==> src/rtl/uart_pkg.sv <==
// uart_pkg: shared definitions for the UART receive path.
//   state_t      - receiver FSM states
//   DATA_BITS    - number of data bits in a character
//   clks_per_bit - clock cycles per bit for a given clock frequency and baud rate
package uart_pkg;

  localparam int DATA_BITS = 8;

  typedef enum logic [2:0] {
    IDLE,
    START,
    DATA,
    PARITY,
    STOP
  } state_t;

  // Integer division on purpose: the receiver resamples at the middle of
  // every bit, so a small rate error is absorbed within one frame.
  function automatic int clks_per_bit(input int clk_hz, input int baud);
    return clk_hz / baud;
  endfunction

endpackage

==> src/rtl/sync_2ff.sv <==
// sync_2ff: generic two-flop synchronizer for a single asynchronous input.
// Ports:
//   clk - destination clock
//   rst - asynchronous active-high reset; both flops load RESET_VAL
//   d   - asynchronous input
//   q   - synchronized output, two clk cycles behind d
module sync_2ff #(
  parameter logic RESET_VAL = 1'b0
) (
  input  logic clk,
  input  logic rst,
  input  logic d,
  output logic q
);

  logic meta;

  // Both stages reset to the same value so that no spurious edge appears
  // on q when reset is released.
  always_ff @(posedge clk or posedge rst) begin
    if (rst) begin
      meta <= RESET_VAL;
      q    <= RESET_VAL;
    end else begin
      meta <= d;
      q    <= meta;
    end
  end

endmodule

==> src/rtl/uart_rx_8n1.sv <==
// uart_rx_8n1: UART receiver with LSB-first data, 8 data bits, optional even
// parity and 1 stop bit.
// Ports:
//   clk        - system clock, rising edge
//   rst        - asynchronous active-high reset
//   rx         - serial line, idle high, asynchronous to clk
//   rx_en      - receive enable; dropping it mid-frame aborts the frame
//   rx_data    - last received byte, held until the next word_done
//   word_done  - one-cycle strobe when a frame completes
//   parity_err - parity mismatch on the completed frame (valid with word_done)
//   frame_err  - stop bit sampled low on the completed frame (valid with word_done)
//   busy       - high whenever the receiver is not idle
module uart_rx_8n1
  import uart_pkg::*;
#(
  parameter int CLK_FREQ_HZ = 25000000,
  parameter int BAUD_RATE   = 3125000,
  parameter int PARITY_EN   = 0
) (
  input  logic                 clk,
  input  logic                 rst,
  input  logic                 rx,
  input  logic                 rx_en,
  output logic [DATA_BITS-1:0] rx_data,
  output logic                 word_done,
  output logic                 parity_err,
  output logic                 frame_err,
  output logic                 busy
);

  localparam int CPB   = clks_per_bit(CLK_FREQ_HZ, BAUD_RATE);
  localparam int CNT_W = $clog2(CPB);

  localparam logic [CNT_W-1:0] CNT_MID  = CNT_W'((CPB - 1) / 2);
  localparam logic [CNT_W-1:0] CNT_LAST = CNT_W'(CPB - 1);
  localparam logic [2:0]       IDX_LAST = 3'(DATA_BITS - 1);

  // Fewer than four clocks per bit leaves no room for the synchronizer
  // delay plus a meaningful mid-bit sample point.
  if (CPB < 4) begin : g_bad_cpb
    $error("uart_rx_8n1: CLK_FREQ_HZ / BAUD_RATE must be at least 4");
  end

  state_t               state;
  logic [CNT_W-1:0]     cnt;
  logic [2:0]           bit_idx;
  logic [DATA_BITS-1:0] shreg;
  logic                 rx_s;
  logic                 rx_prev;
  logic                 par_bit;
  logic                 stop_bit;
  logic                 stop_seen;

  // Idle-high reset value keeps a reset release from looking like a start edge.
  sync_2ff #(
    .RESET_VAL(1'b1)
  ) u_rx_sync (
    .clk(clk),
    .rst(rst),
    .d  (rx),
    .q  (rx_s)
  );

  assign busy = (state != IDLE);

  // Receiver FSM and datapath. rx_prev tracks rx_s in every state, so a
  // line that is already low (break, or rx_en rising while low) never
  // produces a falling edge in IDLE; a high level must be seen first.
  // The stop bit is sampled first and the word is delivered on the
  // following cycle, then the FSM drops straight back to IDLE so a
  // zero-idle next start bit is still caught.
  always_ff @(posedge clk or posedge rst) begin
    if (rst) begin
      state      <= IDLE;
      cnt        <= '0;
      bit_idx    <= '0;
      shreg      <= '0;
      rx_prev    <= 1'b1;
      par_bit    <= 1'b0;
      stop_bit   <= 1'b1;
      stop_seen  <= 1'b0;
      rx_data    <= '0;
      word_done  <= 1'b0;
      parity_err <= 1'b0;
      frame_err  <= 1'b0;
    end else begin
      rx_prev   <= rx_s;
      word_done <= 1'b0;

      if ((state != IDLE) && !rx_en) begin
        state     <= IDLE;
        stop_seen <= 1'b0;
      end else begin
        case (state)
          IDLE: begin
            if (rx_en && rx_prev && !rx_s) begin
              state <= START;
              cnt   <= '0;
            end
          end

          START: begin
            if (cnt == CNT_MID) begin
              cnt <= '0;
              if (rx_s) begin
                state <= IDLE;
              end else begin
                state   <= DATA;
                bit_idx <= '0;
              end
            end else begin
              cnt <= cnt + 1'b1;
            end
          end

          DATA: begin
            if (cnt == CNT_LAST) begin
              cnt            <= '0;
              shreg[bit_idx] <= rx_s;
              if (bit_idx == IDX_LAST) begin
                state <= (PARITY_EN != 0) ? PARITY : STOP;
              end else begin
                bit_idx <= bit_idx + 1'b1;
              end
            end else begin
              cnt <= cnt + 1'b1;
            end
          end

          PARITY: begin
            if (cnt == CNT_LAST) begin
              cnt     <= '0;
              par_bit <= rx_s;
              state   <= STOP;
            end else begin
              cnt <= cnt + 1'b1;
            end
          end

          STOP: begin
            if (stop_seen) begin
              stop_seen  <= 1'b0;
              word_done  <= 1'b1;
              rx_data    <= shreg;
              frame_err  <= ~stop_bit;
              parity_err <= (PARITY_EN != 0) && ((^shreg) != par_bit);
              state      <= IDLE;
            end else if (cnt == CNT_LAST) begin
              stop_bit  <= rx_s;
              stop_seen <= 1'b1;
            end else begin
              cnt <= cnt + 1'b1;
            end
          end

          default: state <= IDLE;
        endcase
      end
    end
  end

endmodule

==> config.mk <==
export PLATFORM = sky130hd
export DESIGN_NAME = uart_rx_8n1
export DESIGN_NICKNAME = d
export VERILOG_FILES = /design/src/rtl/uart_pkg.sv /design/src/rtl/sync_2ff.sv /design/src/rtl/uart_rx_8n1.sv
export SDC_FILE = /design/constraint.sdc
export NUM_CORES = 1
export LEC_CHECK = 0
export CORE_MARGIN = 2
export CORE_UTILIZATION = 42
export CTS_BUF_LIST = sky130_fd_sc_hd__clkbuf_8
export DETAILED_ROUTE_END_ITERATION = 7
export DONT_BUFFER_PORTS = 1
export GPL_TIMING_DRIVEN = 0
export PLACE_DENSITY = 0.67
export REMOVE_ABC_BUFFERS = 1
export SLEW_MARGIN = 20
export SYNTH_ARGS = -nofsm -noshare
export SYNTH_HDL_FRONTEND = slang
export SYNTH_SLANG_ARGS = --single-unit
==> constraint.sdc <==
create_clock -name clk -period 1.46 [get_ports clk]
set_input_delay 0.292 -clock clk [delete_from_list [all_inputs] [get_ports clk]]
set_output_delay 0.292 -clock clk [all_outputs]
set_load 0.02 [all_outputs]
Word level (Yosys, flattened, before mapping). Index checks and enable logic that the tools add are counted.

Bits in latches: 0. Memory bits (writable): 0. Register bits after elaboration: 32. Input port bits: 4. Logic and storage cells: 87. ROM bits: 0. Output and inout port bits: 12. Memories: 0.

Mux-type cells: 30. Add/subtract/negate cells: 2. Eq/ne operators: 20. Multiply operators: 0. Div/mod/pow operators: 0. Reduce and logical (&&, ||, !) cells: 18. Order comparisons: 2. Bitwise gates (word level): 3. Shifts and indexed selects: 0.

Operator list (number): 3-bit 2-to-1 mux (16); 3-bit inequality test, second input constant (6); 3-bit case mux with 5 select lines (1); 2-bit inequality test, second input constant (7); 3-bit case mux with 4 select lines (1); 6-bit AND reduction (2); 3-bit by 2-bit == test with 1-bit output, second input constant (3); 3-bit == test, second input constant (3); 8-bit bitwise mux (1); 1-bit 2-to-1 mux (8); 3-bit by 1-bit adder with 3-bit output, second input constant (2); 3-bit case mux with 2 select lines (1); 3-bit AND reduction (2); 5-bit AND reduction (1); 1-bit logical AND (4); 3-bit by 4-bit < comparator with 1-bit output, second input constant (1); 4-bit AND reduction (1); 2-bit nonzero test (2); 4-bit nonzero test (1); 1-bit demux with 3-bit select (1); 3-bit by 1-bit == test with 1-bit output, second input constant (1); 3-bit by 1-bit greater-or-equal comparator with 1-bit output, second input constant (1); 3-bit logical NOT (1); 1-bit NOT (3); other kinds (4) (5).

Longest topological paths before layout.
Word-level depth: 5. Depth in mapped cells: 7. Mapped depth without buffers: 7.

By module. Synthesis repeated with hierarchy kept, for this count alone.

Cells, all modules: 133. Area total of the unflattened synthesis: 1616.6 µm².

By module, submodules not included: uart_rx_8n1 (cells each 130, sequential area each 753.2 µm², instances 1, area an instance 1560.2 µm²); sync_2ff (cells each 3, sequential area each 52.6 µm², instances 1, area an instance 56.3 µm²).

Worst setup path before layout. Ideal clock, no wire load.

Path kind: flip-flop to flip-flop. Start: reg cnt[0]. End: reg shreg[3]. Buffers on the path: 0. Arrival time: 1.497 ns. Required time: 1.335 ns. Cell stages (with the launch flop): 7. Library setup time: 0.125 ns. Clock period less this slack: 1.621 ns. Setup slack: -0.161 ns. Cells stage by stage: dfrtp_1 ha_1 ha_1 nand2_1 nor3_2 nand4b_1 mux2_2.

Longest elaborated chain between the ends: 2.

RTL lines: start, declared (line uart_rx_8n1.sv:45) `logic [CNT_W-1:0] cnt;`; start signal, assigned (line uart_rx_8n1.sv:112) `cnt <= cnt + 1'b1;`; start signal, assigned (line uart_rx_8n1.sv:126) `cnt <= cnt + 1'b1;`; start signal, assigned (line uart_rx_8n1.sv:136) `cnt <= cnt + 1'b1;`; 3-bit == test (line uart_rx_8n1.sv:117) `if (cnt == CNT_LAST) begin`; 3-bit AND reduction (no line); end signal, assigned by index (line uart_rx_8n1.sv:119) `shreg[bit_idx] <= rx_s;`; end, declared (line uart_rx_8n1.sv:47) `logic [DATA_BITS-1:0] shreg;`.

No other way between the ends. A chain may end at the register's enable or synchronous reset.

Worst setup path in the final report.
Start: reg cnt[1]. End: reg cnt[0].

Longest elaborated chain between the ends: 3. Elaborated cells on any way between the ends: 7. Classes of those cells: eq/ne (3); mux (3); reduce/logical (1).

RTL lines (line): 3-bit == test or 3-bit by 2-bit == test with 1-bit output (tied branches); 3-bit 2-to-1 mux, or another cell as far along (uart_rx_8n1.sv:117, uart_rx_8n1.sv:131); 3-bit case mux with 4 select lines or 5-bit AND reduction (tied branches).

Several ways; a longest one is shown, not always the timed one.

==> flow_summary.yaml <==
placement:
  dp_hpwl_um: 1682
  placement.io_buffers: 0
  place_congestion: 0.7825
clock_tree:
  clk_pin_slew_worst_paths_ns: 0.06
  cts_htree_levels: 2
  cts_tree: "done"
  cts_sinks: 32
  clk_latency_ns: 0.28
  cts-buffers-inserted: 5
  clk_path_buf_depth: 2
  cts-root-buf: "clkbuf_8"
run_status:
  violations: "hold timing, setup timing"
  status: "finished, violations left"
drt:
  ant_nets: 0
  totalWireLength_um: 3374
  dr.pass1.iters: 4
  drc: 0
  routed_via_density: 5.547
  wl_per_cell_um: 16.62
  drt_iter0_markers: 48
  vias: 1126
worst_setup_path:
  cp_data_arrival_time_ns: 1.86
  required_ns: 1.65
  worst-path-max-fanout: 3
  critPathLaunchType: "register"
  cp.buffers_inverters: 1
  path_cells: "ha_4, buf_4, ha_4, nor4b_2, nor3_1, o31ai_1"
  end_kind: "register"
  crit_family: "simple AND/OR/NAND/NOR gates"
  slowest_stage: "dfrtp_1"
  worst_path_most_repeated_cell: "ha_4"
  cpPeakStageDelay_ns: 0.42
  path_class: "register to register"
synthesis:
  postSynthAreaPerCell_um2: 12.07
  synth_area_um2: 1545
  ys_ff_latch: 32
  ys.warnings.count: 0
  ys_types: 39
  netlist_instances: 128
  synth-seq-area-share: 0.5215
timing:
  setup_viol: 26
  hold-worst-slack_ns: -0.02242
  max_freq_mhz: 598.4
  slew_headroom: 0.5663
  timing.final.crit_share: 1.145
  min_period_ns: 1.671
  clock_skew_ns: 0.005228
  rsz0062_at_grt: "yes"
  hold_viol_final: 28
  maxSlewViolCount: 0
  setup_ws_ns: -0.2111
  worst_slew_pin_slew_ns: 0.6496
global_route:
  grt_pass1_wl_um: 5506
  antenna_found_initial: 0
  track_usage: 0.1757
  first_global_vias: 1187
  grt_max_degree: 33
  grt_overflow: 0
power_and_ir_drop:
  powerDensity_nw_per_um2: 882.2
  p_sw_frac: 0.2146
  total_leakage_power_nw: 0.9181
  p_comb_frac: 0.048
  ir_drop_mv: 0.5342
  p_switching_mw: 0.3907
  p_seq_frac: 0.503
  clkPwrFrac: 0.449
  intPower_mw: 1.430
floorplan:
  fp-row-count: 22
  die_area_um2: 4180
  fp.dieW_um: 64.66
  io_pins: 16
  coreArea_um2: 3606
  die_h_um: 64.66
  floorplan.initialDensity: 0.4285
finish:
  drive_gt1_frac: 0.5226
  num-nets-final: 164
  finish.utilization: 0.5722
  layout_common_cells: "dfrtp_1 (23), buf_4 (20), mux2_4 (11), nand2_1 (10), mux2_2 (7)"
  final_common_cell: "dfrtp_1"
  fill_cells: 285
  area_growth_pct: 33.52
  num_antenna_cells: 0
worst_hold_path:
  hp-class: "input pin to async pin"
flow_run:
  cap_viol_max_count: 0
## final timing paths
kind,start,end,slack (ns),cells after the start
min in group clk,rx_en,state[2],0.14,1
min,rst,state[2],-0.02,1
max,cnt[1],cnt[0],-0.21,6
min reg2reg,u_rx_sync.meta,u_rx_sync.q,0.36,0
max reg2reg,cnt[1],cnt[0],-0.21,6
max in group asynchronous,rst,bit_idx[0],1.02,1
## kinds of logic after synthesis
logic type / Yosys count / synth area share
buffers and inverters: 12 / 0.05182
other: 1 / 0.002427
multiplexers: 19 / 0.1376
adder cells (fa/ha/maj): 6 / 0.04858
AO/OA/AOI/OAI: 17 / 0.07207
AND/OR/NAND/NOR: 41 / 0.1660
flip-flops: 32 / 0.5215
## power by group through the flow
stage	Combinational (mW)	Sequential (mW)	Clock (mW)
after floorplan	0.0448	0.930	0
after global routing	0.0952	0.917	0.882
after CTS	0.0787	0.914	0.834
after global placement	0.0532	0.935	0
final	0.0866	0.916	0.818
after detailed placement	0.0552	0.936	0
## per-layer routing
layer | vias to the layer above | wire length (um) | global-route usage
met1 | 566 | 1430 | 0.1912
met2 | 38 | 1686 | 0.3073
met5 | - | 0 | 0
met4 | 0 | 115 | 0.1090
li1 | 509 | - | -
met3 | 13 | 142 | 0.04167
## through the flow
stage	power [mW]	cells	instance area [um2]	setup TNS (ns)	setup WS, ns
4_1_cts	1.827	193	1923	-2.017	-0.1578
3_5_place_dp	0.9907	170	1548	-10.03	-0.5787
2_1_floorplan	0.9749	122	1488	-4.250	-0.2952
6_report	1.820	203	2063	-3.224	-0.2111
5_1_grt	1.894	203	2063	-4.798	-0.2945
3_3_place_gp	0.9877	170	1548	-8.757	-0.5220
## synthesized netlist by cell type (all sizes together)
cell type  instances  share of area
dfrtp             28           0.45
mux2              18           0.13
nand2             11          0.027
ha                 6          0.049
inv                6          0.015
nor3               5          0.019
o21ai              5          0.016
dfstp              4          0.068
nor2               4         0.0097
buf                3          0.017
clkbuf             3          0.020
nand4b             3          0.017
o31ai              3          0.015
a21oi              2         0.0065
a22o               2          0.011
and2               2         0.0081
nand3              2         0.0065
nand3b             2         0.0097
nor4               2          0.018
o22ai              2         0.0081
and2b              1         0.0049
and3               1         0.0041
conb               1         0.0024
mux2i              1         0.0065
nand2b             1         0.0057
nand4              1         0.0041
nor2b              1         0.0041
nor4b              1         0.0057
nor4bb             1         0.0065
o211ai             1         0.0049
o21a               1         0.0049
o41ai              1         0.0057
or2b               1         0.0049
or3                1         0.0049
or4b               1         0.0065
## state kept, by name (all words and copies together), names as in the netlist
name and flops:
cnt 3, u_rx_sync.meta 1, stop_bit 1, stop_seen 1
rx_data 8, frame_err 1, u_rx_sync.q 1, word_done 1
state 3, shreg 8, rx_prev 1, bit_idx 3
## repair_timing
item | 4_1_cts | 5_1_grt
buffers inserted | 13 | 11
pin swaps | 12 | 9
endpoints found under the setup margin | 30 | 26
resized for setup | 40 | 15
hold endpoints to repair | 1 | 0
hold buffers | 1 | 0
cloned | 1 | 0
## area by class of cell
type,instances,area [um2],area share
flip-flops and latches,32,812.0,0.3936
clock inverters,3,38.79,0.01880
well taps,48,60.06,0.02911
inverters,6,22.52,0.01092
repair buffers,24,193.9,0.09400
clock buffers,5,68.82,0.03335
multi-input cells,85,867.1,0.4203
No activity file was read; power rests on OpenSTA's default activity.
